**config.mk**
```make
export PLATFORM = sky130hd
export DESIGN_NAME = ctr_run_scheduler_flat
export DESIGN_NICKNAME = d
export VERILOG_FILES = /design/src/rtl/ctr_run_scheduler_if.sv /design/src/rtl/ctr_run_scheduler.sv /design/src/flat_wrapper.sv
export SDC_FILE = /design/constraint.sdc
export NUM_CORES = 1
export LEC_CHECK = 0
export CORE_UTILIZATION = 40
export DETAILED_ROUTE_END_ITERATION = 8
export PLACE_DENSITY = 0.89
export SYNTH_ARGS = -nofsm -noshare
export SYNTH_HDL_FRONTEND = slang
export SYNTH_SLANG_ARGS = --single-unit
```
**constraint.sdc**
```tcl
create_clock -name clk -period 2.2 [get_ports clk]
set_clock_uncertainty 0.05 [all_clocks]
set_input_delay 0.44 -clock clk [delete_from_list [all_inputs] [get_ports clk]]
set_output_delay 0.44 -clock clk [all_outputs]
set_load 0.1 [all_outputs]
```
**src/rtl/ctr_run_scheduler_if.sv**
```systemverilog
// Handshake bundle between the requesters/counter side (master) and the run scheduler (slave).
interface ctr_run_scheduler_if #(
  parameter int N       = 4,
  parameter int NUM_REQ = 4
);
  logic [NUM_REQ-1:0]   req;
  logic [NUM_REQ*N-1:0] len;
  logic [NUM_REQ-1:0]   gnt;
  logic [NUM_REQ-1:0]   done;
  logic                 timeout;
  logic                 busy;
  logic                 ctr_clr;
  logic                 ctr_en;
  logic [N-1:0]         ctr_count;

  modport master (
    output req, len, ctr_count,
    input  gnt, done, timeout, busy, ctr_clr, ctr_en
  );

  modport slave (
    input  req, len, ctr_count,
    output gnt, done, timeout, busy, ctr_clr, ctr_en
  );
endinterface

```
**src/rtl/ctr_run_scheduler.sv**
```systemverilog
// Round-robin scheduler that lends one shared up-counter to NUM_REQ requesters for counting runs.
// Optional watchdog on stuck counters: define CTR_RUN_SCHED_TIMEOUT_EN.
module ctr_run_scheduler #(
  parameter int N       = 4,
  parameter int NUM_REQ = 4
) (
  input  logic               clk,
  input  logic               reset_n,
  ctr_run_scheduler_if.slave bus
);
  localparam int IW = (NUM_REQ > 1) ? $clog2(NUM_REQ) : 1;

  typedef enum logic [1:0] {IDLE, CLR, RUN, DONE} state_t;

  state_t          state_q, state_d;
  logic [IW-1:0]   idx_q, idx_d;
  logic [IW-1:0]   rr_ptr_q, rr_ptr_d;
  logic [N-1:0]    target_q, target_d;
  logic [IW-1:0]   pick_idx;
  logic [IW-1:0]   idx_next;
  logic            pick_found;
  logic            at_target;

`ifdef CTR_RUN_SCHED_TIMEOUT_EN
  logic [N:0]      wd_q, wd_d;
  logic            timeout_q, timeout_d;
  logic            wd_expired;

  // wd_q holds the number of RUN cycles already spent; the 2^N+1-th one gives up.
  assign wd_expired  = (wd_q == {1'b1, {N{1'b0}}});
  assign bus.timeout = timeout_q;
`else
  assign bus.timeout = 1'b0;
`endif

  assign at_target = (bus.ctr_count == target_q);
  assign idx_next  = (idx_q == IW'(NUM_REQ - 1)) ? '0 : idx_q + IW'(1);

  // First requester at or after rr_ptr_q, wrapping past the top.
  always_comb begin
    pick_found = 1'b0;
    pick_idx   = '0;
    for (int k = 0; k < NUM_REQ; k++) begin
      if (!pick_found && bus.req[(int'(rr_ptr_q) + k) % NUM_REQ]) begin
        pick_found = 1'b1;
        pick_idx   = IW'((int'(rr_ptr_q) + k) % NUM_REQ);
      end
    end
  end

  always_ff @(posedge clk or negedge reset_n) begin
    if (!reset_n) begin
      state_q   <= IDLE;
      idx_q     <= '0;
      rr_ptr_q  <= '0;
      target_q  <= '0;
`ifdef CTR_RUN_SCHED_TIMEOUT_EN
      wd_q      <= '0;
      timeout_q <= 1'b0;
`endif
    end else begin
      state_q   <= state_d;
      idx_q     <= idx_d;
      rr_ptr_q  <= rr_ptr_d;
      target_q  <= target_d;
`ifdef CTR_RUN_SCHED_TIMEOUT_EN
      wd_q      <= wd_d;
      timeout_q <= timeout_d;
`endif
    end
  end

  always_comb begin
    state_d   = state_q;
    idx_d     = idx_q;
    rr_ptr_d  = rr_ptr_q;
    target_d  = target_q;
`ifdef CTR_RUN_SCHED_TIMEOUT_EN
    wd_d      = wd_q;
    timeout_d = 1'b0;
`endif
    case (state_q)
      IDLE: begin
        if (pick_found) begin
          idx_d    = pick_idx;
          target_d = bus.len[int'(pick_idx)*N +: N];
          state_d  = CLR;
        end
      end
      CLR: begin
        state_d = RUN;
`ifdef CTR_RUN_SCHED_TIMEOUT_EN
        wd_d    = '0;
`endif
      end
      RUN: begin
        // A dropped request wins over a target hit in the same cycle.
        if (!bus.req[idx_q]) begin
          state_d  = IDLE;
          rr_ptr_d = idx_next;
        end else if (at_target) begin
          state_d  = DONE;
        end
`ifdef CTR_RUN_SCHED_TIMEOUT_EN
        else if (wd_expired) begin
          state_d   = IDLE;
          rr_ptr_d  = idx_next;
          timeout_d = 1'b1;
        end else begin
          wd_d = wd_q + (N+1)'(1);
        end
`endif
      end
      DONE: begin
        state_d  = IDLE;
        rr_ptr_d = idx_next;
      end
      default: state_d = IDLE;
    endcase
  end

  always_comb begin
    bus.gnt     = '0;
    bus.done    = '0;
    bus.ctr_clr = 1'b0;
    bus.ctr_en  = 1'b0;
    bus.busy    = (state_q != IDLE);
    case (state_q)
      CLR: begin
        bus.gnt[idx_q] = 1'b1;
        bus.ctr_clr    = 1'b1;
      end
      RUN: begin
        bus.gnt[idx_q] = 1'b1;
        bus.ctr_en     = !at_target;
      end
      DONE: begin
        bus.gnt[idx_q]  = 1'b1;
        bus.done[idx_q] = 1'b1;
      end
      default: ;
    endcase
  end
endmodule

```
**src/flat_wrapper.sv**
```systemverilog
// flat-port wrapper written by rule: the top's interface ports become plain ports
module ctr_run_scheduler_flat 
#(
  parameter int N       = 4,
  parameter int NUM_REQ = 4
)
  (clk, reset_n, bus_req, bus_len, bus_ctr_count, bus_gnt, bus_done, bus_timeout, bus_busy, bus_ctr_clr, bus_ctr_en);
  ctr_run_scheduler_if #(.N(N), .NUM_REQ(NUM_REQ)) bus_i ();
  input  logic clk;
  input  logic reset_n;
  input wire logic [$bits(bus_i.req)-1:0] bus_req;
  input wire logic [$bits(bus_i.len)-1:0] bus_len;
  input wire logic [$bits(bus_i.ctr_count)-1:0] bus_ctr_count;
  output wire logic [$bits(bus_i.gnt)-1:0] bus_gnt;
  output wire logic [$bits(bus_i.done)-1:0] bus_done;
  output wire logic [$bits(bus_i.timeout)-1:0] bus_timeout;
  output wire logic [$bits(bus_i.busy)-1:0] bus_busy;
  output wire logic [$bits(bus_i.ctr_clr)-1:0] bus_ctr_clr;
  output wire logic [$bits(bus_i.ctr_en)-1:0] bus_ctr_en;
  assign bus_i.req = bus_req;
  assign bus_i.len = bus_len;
  assign bus_i.ctr_count = bus_ctr_count;
  assign bus_gnt = bus_i.gnt;
  assign bus_done = bus_i.done;
  assign bus_timeout = bus_i.timeout;
  assign bus_busy = bus_i.busy;
  assign bus_ctr_clr = bus_i.ctr_clr;
  assign bus_ctr_en = bus_i.ctr_en;
  ctr_run_scheduler #(.N(N), .NUM_REQ(NUM_REQ)) u_core (.clk(clk), .reset_n(reset_n), .bus(bus_i));
endmodule
```
==> metrics.cfg, run 1 <==
[route]
vias_per_cell=5.39
drt_first_iter_violations=8
wire_per_inst_um=13.5
drt-pass1-iter-count=4
drc_errors=0
drtAntennaViolNets=0
dr_total_vias=873
totalWireLength_mm=2.18

[floorplanning]
core_um2=1940
start_util=0.422
ioPinCount=38
dieArea_um2=2230
rows=16
die_w_um=47.3
die_h_um=47.3

[cts]
cts_buffer_depth=2
postCtsHoldBufs=0
cts-resized-gates=0
cts_htree_levels=1
cts_setup_buffers=0
cts-root-buf=clkbuf_4
clock_latency_ns=0.27
cts_tree=built
path_clk_slew_ns=0.07
clock_sinks=10
numCtsBuffers=3

[power_and_ir_drop]
powerDensity_nw_per_um2=1550
p_switching_w=0.00116
ir_drop_mv=1.04
p_leak_nw=0.612
p_seq_frac=0.183
combPwrFrac=0.741
swShare=0.524
intPower_w=0.00105
clkPwrFrac=0.076

[run_status]
outcome=finished clean

[cells_and_area]
layout.nets=166
area_growth_pct=73.9
layout_commonest_cell=clkdlybuf4s50_1
layout_common_cells=clkdlybuf4s50_1, buf_12, dfrtp_1
fin_area_um2=1430
fillers=151
final_cell_count_no_fill=162
drive_above_1_share=0.252
antennaDiodeCount=0

[synthesis]
async_flop_share=1.00
synth-simple-area-share=0.176
synth_top_family_by_area=compound AO/OA/AOI/OAI gates
synth_seq_cells=10
synth_nets=120
synthAdderAreaFrac=0.0611
synth.area.mux_share=0.121
synth_edf_count=0
netlist_area_um2=820
yosysSeqAreaShare=0.305
synth_warnings=0
synth_cell_types=31
synthCells=90
avgSynthCellArea_um2=9.11
synthFlopType=dfrtp_1
synth_compound_area_frac=0.243
synth_xor_area_frac=0.0427

[sta]
post-route-min-period_ns=2.12
fin_setup_tns_ns=0
maxSlewViolCount=0
max-slew-margin-rel=0.655
fin_ws_ns=0.0782
fmax_mhz=471
tightest_slew_ns=0.515
rsz0062_at_grt=false
finalSetupViolCount=0
hold_violations=0
min_period_over_period=0.964

[run]
drv_cap=0

[critical_path]
worst-r2r-cell-count=5
crit_required_ns=2.31
cp_max_fo=6
start_kind=primary input
cp.arrival_ns=2.23
endpoint_kind=flop
path_class=primary input to flop

[global_route]
busiest_layer=met2
grt_pass1_vias=863
overflow=0
gr-usage-met3=0.0346
antenna_found_initial=0
track_usage=0.242
grtUsageMet1=0.264
grt_pass1_wl_mm=3.67
grt_util_met2=0.436
grt_max_degree=12

[place]
gp_congestion=0.814
dp.cells=158
dp_slack_ns=-0.239
io_buffer_count=36
dp_hpwl_mm=1.80
dpl_cell_area_um2=1380

[min_path]
worstHoldPathType=primary input to asynchronous set/reset pin

metrics by stage:
stage | power (W) | hold WS [ns] | utilization
after global placement | 0.00199 | 0.450 | 0.711
after CTS | 0.00221 | 0.439 | 0.729
after global routing | 0.00234 | 0.449 | 0.734
final | 0.00221 | 0.425 | 0.734
after floorplan | 0.00144 | 0.0944 | -
after detailed placement | 0.00203 | 0.471 | 0.711
synthesized netlist by cell type (all sizes together), types with 4 or more instances:
master	count	share of area
dfrtp	10	0.31
o21ai	7	0.043
inv	6	0.027
a211oi	5	0.046
and3	5	0.038
mux2	5	0.069
nand2	5	0.023
nand3	5	0.031
nor2b	5	0.038
a21oi	4	0.029
a221o	4	0.049
ha	4	0.061
nor2	4	0.021
xnor2	4	0.043
worst paths after layout:
kind,start,to,slack (ns)
worst max-delay path,bus_req[0],u_core.target_q[0],0.08
min in group clk,u_core.state_q[0],u_core.state_q[0],0.48
max in group asynchronous,reset_n,u_core.idx_q[1],1.37
worst max register to register,u_core.rr_ptr_q[1],u_core.target_q[0],0.27
worst min register to register,u_core.state_q[0],u_core.state_q[0],0.48
worst min-delay path,reset_n,u_core.state_q[0],0.43
area by class of cell:
class / count / area, µm² / area share
Tap cell: 27 / 33.8 / 0.0237
Multi-Input combinational cell: 71 / 552 / 0.387
Inverter: 6 / 22.5 / 0.0158
Timing Repair Buffer: 44 / 531 / 0.372
Sequential cell: 10 / 250 / 0.176
Clock buffer: 4 / 36.3 / 0.0255
metal layers:
| metal | vias up | part of all wire |
|---|---|---|
| li1 | 421 | - |
| met1 | 401 | 0.38 |
| met2 | 44 | 0.53 |
| met3 | 7 | 0.067 |
| met4 | 0 | 0.028 |
| met5 | - | 0 |
state kept, by name, summed over array words and instances (netlist names):
signal and flops:
u_core.idx_q 2, u_core.rr_ptr_q 2, u_core.state_q 2, u_core.target_q 4
logic make-up (layout without fill, tap and decap cells):
kind of cell               Yosys count  in the layout
xor gates and xnor gates             4              4
and+or+nand+nor                     27             27
DFF                                 10             10
AOI/OAI and AO/OA                   27             27
buffers and inverters                9             54
adders and majority gates            4              4
other                                1              1
muxes                                8              8
worst max-delay path, cell delays in order:
cell	delay [ns]
clkdlybuf4s50_1	0.51
mux2i_2	0.27
o22ai_2	0.16
nor2_4	0.19
mux2_1	0.35
a221o_1	0.31
power groups by stage:
| stage | logic [W] | registers, W | clock network (W) |
|---|---|---|---|
| finish | 0.00164 | 0.000405 | 0.000167 |
| detailed placement | 0.00163 | 0.000401 | 0 |
| global placement | 0.00159 | 0.000396 | 0 |
| global route | 0.00174 | 0.000419 | 0.000180 |
| floorplan | 0.00108 | 0.000355 | 0 |
| CTS | 0.00164 | 0.000401 | 0.000171 |
Note: power is estimated with default switching activity, not from simulation.
==> run 2, diff against run 1 <==
--- a/config.mk
+++ b/config.mk
@@ -7,6 +7,7 @@
 export LEC_CHECK = 0
 export CORE_UTILIZATION = 40
 export DETAILED_ROUTE_END_ITERATION = 8
+export GPL_TIMING_DRIVEN = 0
 export PLACE_DENSITY = 0.89
 export SYNTH_ARGS = -nofsm -noshare
 export SYNTH_HDL_FRONTEND = slang
==> metrics.cfg, run 2 (same netlist as run 1, synthesis figures left out) <==
[cts]
cts-root-buf=clkbuf_4
cts_tree=built
clock_sinks=10
path_clk_slew_ns=0.07
cts_htree_levels=1
clock_latency_ns=0.27
cts_setup_buffers=0
numCtsBuffers=3
postCtsHoldBufs=0
cts_buffer_depth=2

[global_route]
grt_pass1_wl_mm=3.38
grt_max_degree=11
grt_pass1_vias=786
track_usage=0.229
overflow=0
antenna_found_initial=0

[cells_and_area]
layout.nets=161
layout_common_cells=clkdlybuf4s50_1, dfrtp_1, buf_2
drive_above_1_share=0.215
layout_commonest_cell=clkdlybuf4s50_1
antennaDiodeCount=0
largest_reg_flops=4
area_growth_pct=51.0
finish.utilization=0.637
max_flop_register=u_core.target_q

[sta]
finalSetupViolCount=0
maxSlewViolCount=0
post-route-min-period_ns=2.14
fin_setup_tns_ns=0
rsz0062_at_grt=false
min_period_over_period=0.972
timing.hold.ws_ns=0.419
tightest_slew_ns=0.543
max-slew-margin-rel=0.639
fin_ws_ns=0.0606
hold_violations=0
fmax_mhz=467

[floorplanning]
die_h_um=47.3
die_w_um=47.3
start_util=0.422
ioPinCount=38
dieArea_um2=2230
rows=16
core_um2=1940

[critical_path]
crit_required_ns=1.71
path_class=flop to output pin
crit_slowest_cell=buf_2
slowest_delay_ns=0.43
endpoint_kind=output pin
r2r_slack_ns=0.25
path_delay_family=buffers and inverters
cp_max_fo=10
cp_num_buf_inv=2
cp.arrival_ns=1.65
start_kind=flop
path_cells=clkbuf_1 -> and3_1 -> buf_2

[place]
gp_congestion=0.829
dp_hpwl_mm=1.77
io_buffer_count=36
dp_slack_ns=-0.706

[run]
drv_cap=0

[route]
dr_total_vias=834
wire_per_inst_um=13.6
drtAntennaViolNets=0
totalWireLength_mm=2.13
drt-pass1-iter-count=4
vias_per_cell=5.31
drc_errors=0
drt_first_iter_violations=12

[run_status]
outcome=finished clean

[power_and_ir_drop]
ir_drop_mv=0.685
powerDensity_nw_per_um2=1540
p_leak_nw=0.566

[min_path]
worstHoldPathType=primary input to asynchronous set/reset pin

[run 2: cell count changes in the layout (fill, tap and decap cells not counted)]
cell             previous run  this run
nor2_2                      1         2
clkbuf_1                    0         1
buf_12                     11         0
dlymetal6s2s_1              0         2
mux2i_2                     1         0
mux2i_1                     1         2
buf_4                       8         2
clkdlybuf4s50_1            25        23
clkdlybuf4s15_2             0         2
nor2_1                      2         1
clkbuf_4                    3         4
buf_2                       0         8
[run 2: path summary, 6_finish.rpt]
| check | from | to | cells after the start |
|---|---|---|---|
| setup reg to reg | u_core.rr_ptr_q[1] | u_core.target_q[1] | 5 |
| setup / recovery | u_core.state_q[1] | bus_done[1] | 3 |
| min in group clk | u_core.state_q[0] | u_core.state_q[0] | 1 |
| hold reg to reg | u_core.state_q[0] | u_core.state_q[0] | 1 |
| hold / removal | reset_n | u_core.rr_ptr_q[1] | 1 |
| max in group asynchronous | reset_n | u_core.target_q[0] | 1 |
[run 2: metrics by stage]
step	cells	total power [W]	instance area, µm²
floorplan	90	0.00144	832
global placement	153	0.00171	1230
detailed placement	153	0.00178	1230
CTS	157	0.00191	1250
global route	157	0.00202	1240
finish	157	0.00190	1240
[run 2: layout make-up]
class | instances | area (µm²)
fill | 173 | 704
inverter | 6 | 22.5
tap | 27 | 33.8
sequential | 10 | 250
timing repair buffer | 36 | 325
buffer | 3 | 18.8
multi-input combinational | 71 | 551
clock buffer | 4 | 36.3
[run 2: per-layer routing]
layer | share of wire | track usage | vias to the layer above | wire length (µm)
met3 | 0.055 | 0.0308 | 5 | 117
met5 | 0 | 0 | - | 0
met1 | 0.40 | 0.250 | 385 | 856
li1 | - | - | 413 | -
met2 | 0.52 | 0.408 | 31 | 1100
met4 | 0.027 | 0.154 | 0 | 57
[run 2: where the power goes]
group | switching (W) | internal [W] | total [W]
combinational | 0.000932 | 0.000411 | 0.00134
sequential | 0.000114 | 0.000278 | 0.000392
clock | 0.0000695 | 0.000101 | 0.000170
[run 2: timing repair]
action	4_1_cts	5_1_grt
gates resized for setup	44	14
setup endpoints to repair	11	9
hold endpoints to repair	0	0
==> run 3, diff against run 2 <==
--- a/config.mk
+++ b/config.mk
@@ -8,6 +8,7 @@
 export CORE_UTILIZATION = 40
 export DETAILED_ROUTE_END_ITERATION = 8
 export GPL_TIMING_DRIVEN = 0
+export HOLD_SLACK_MARGIN = 0.03
 export PLACE_DENSITY = 0.89
 export SYNTH_ARGS = -nofsm -noshare
 export SYNTH_HDL_FRONTEND = slang
==> results of run 3 <==
No change in the layout: final DEF, timing and power equal those of run 2.
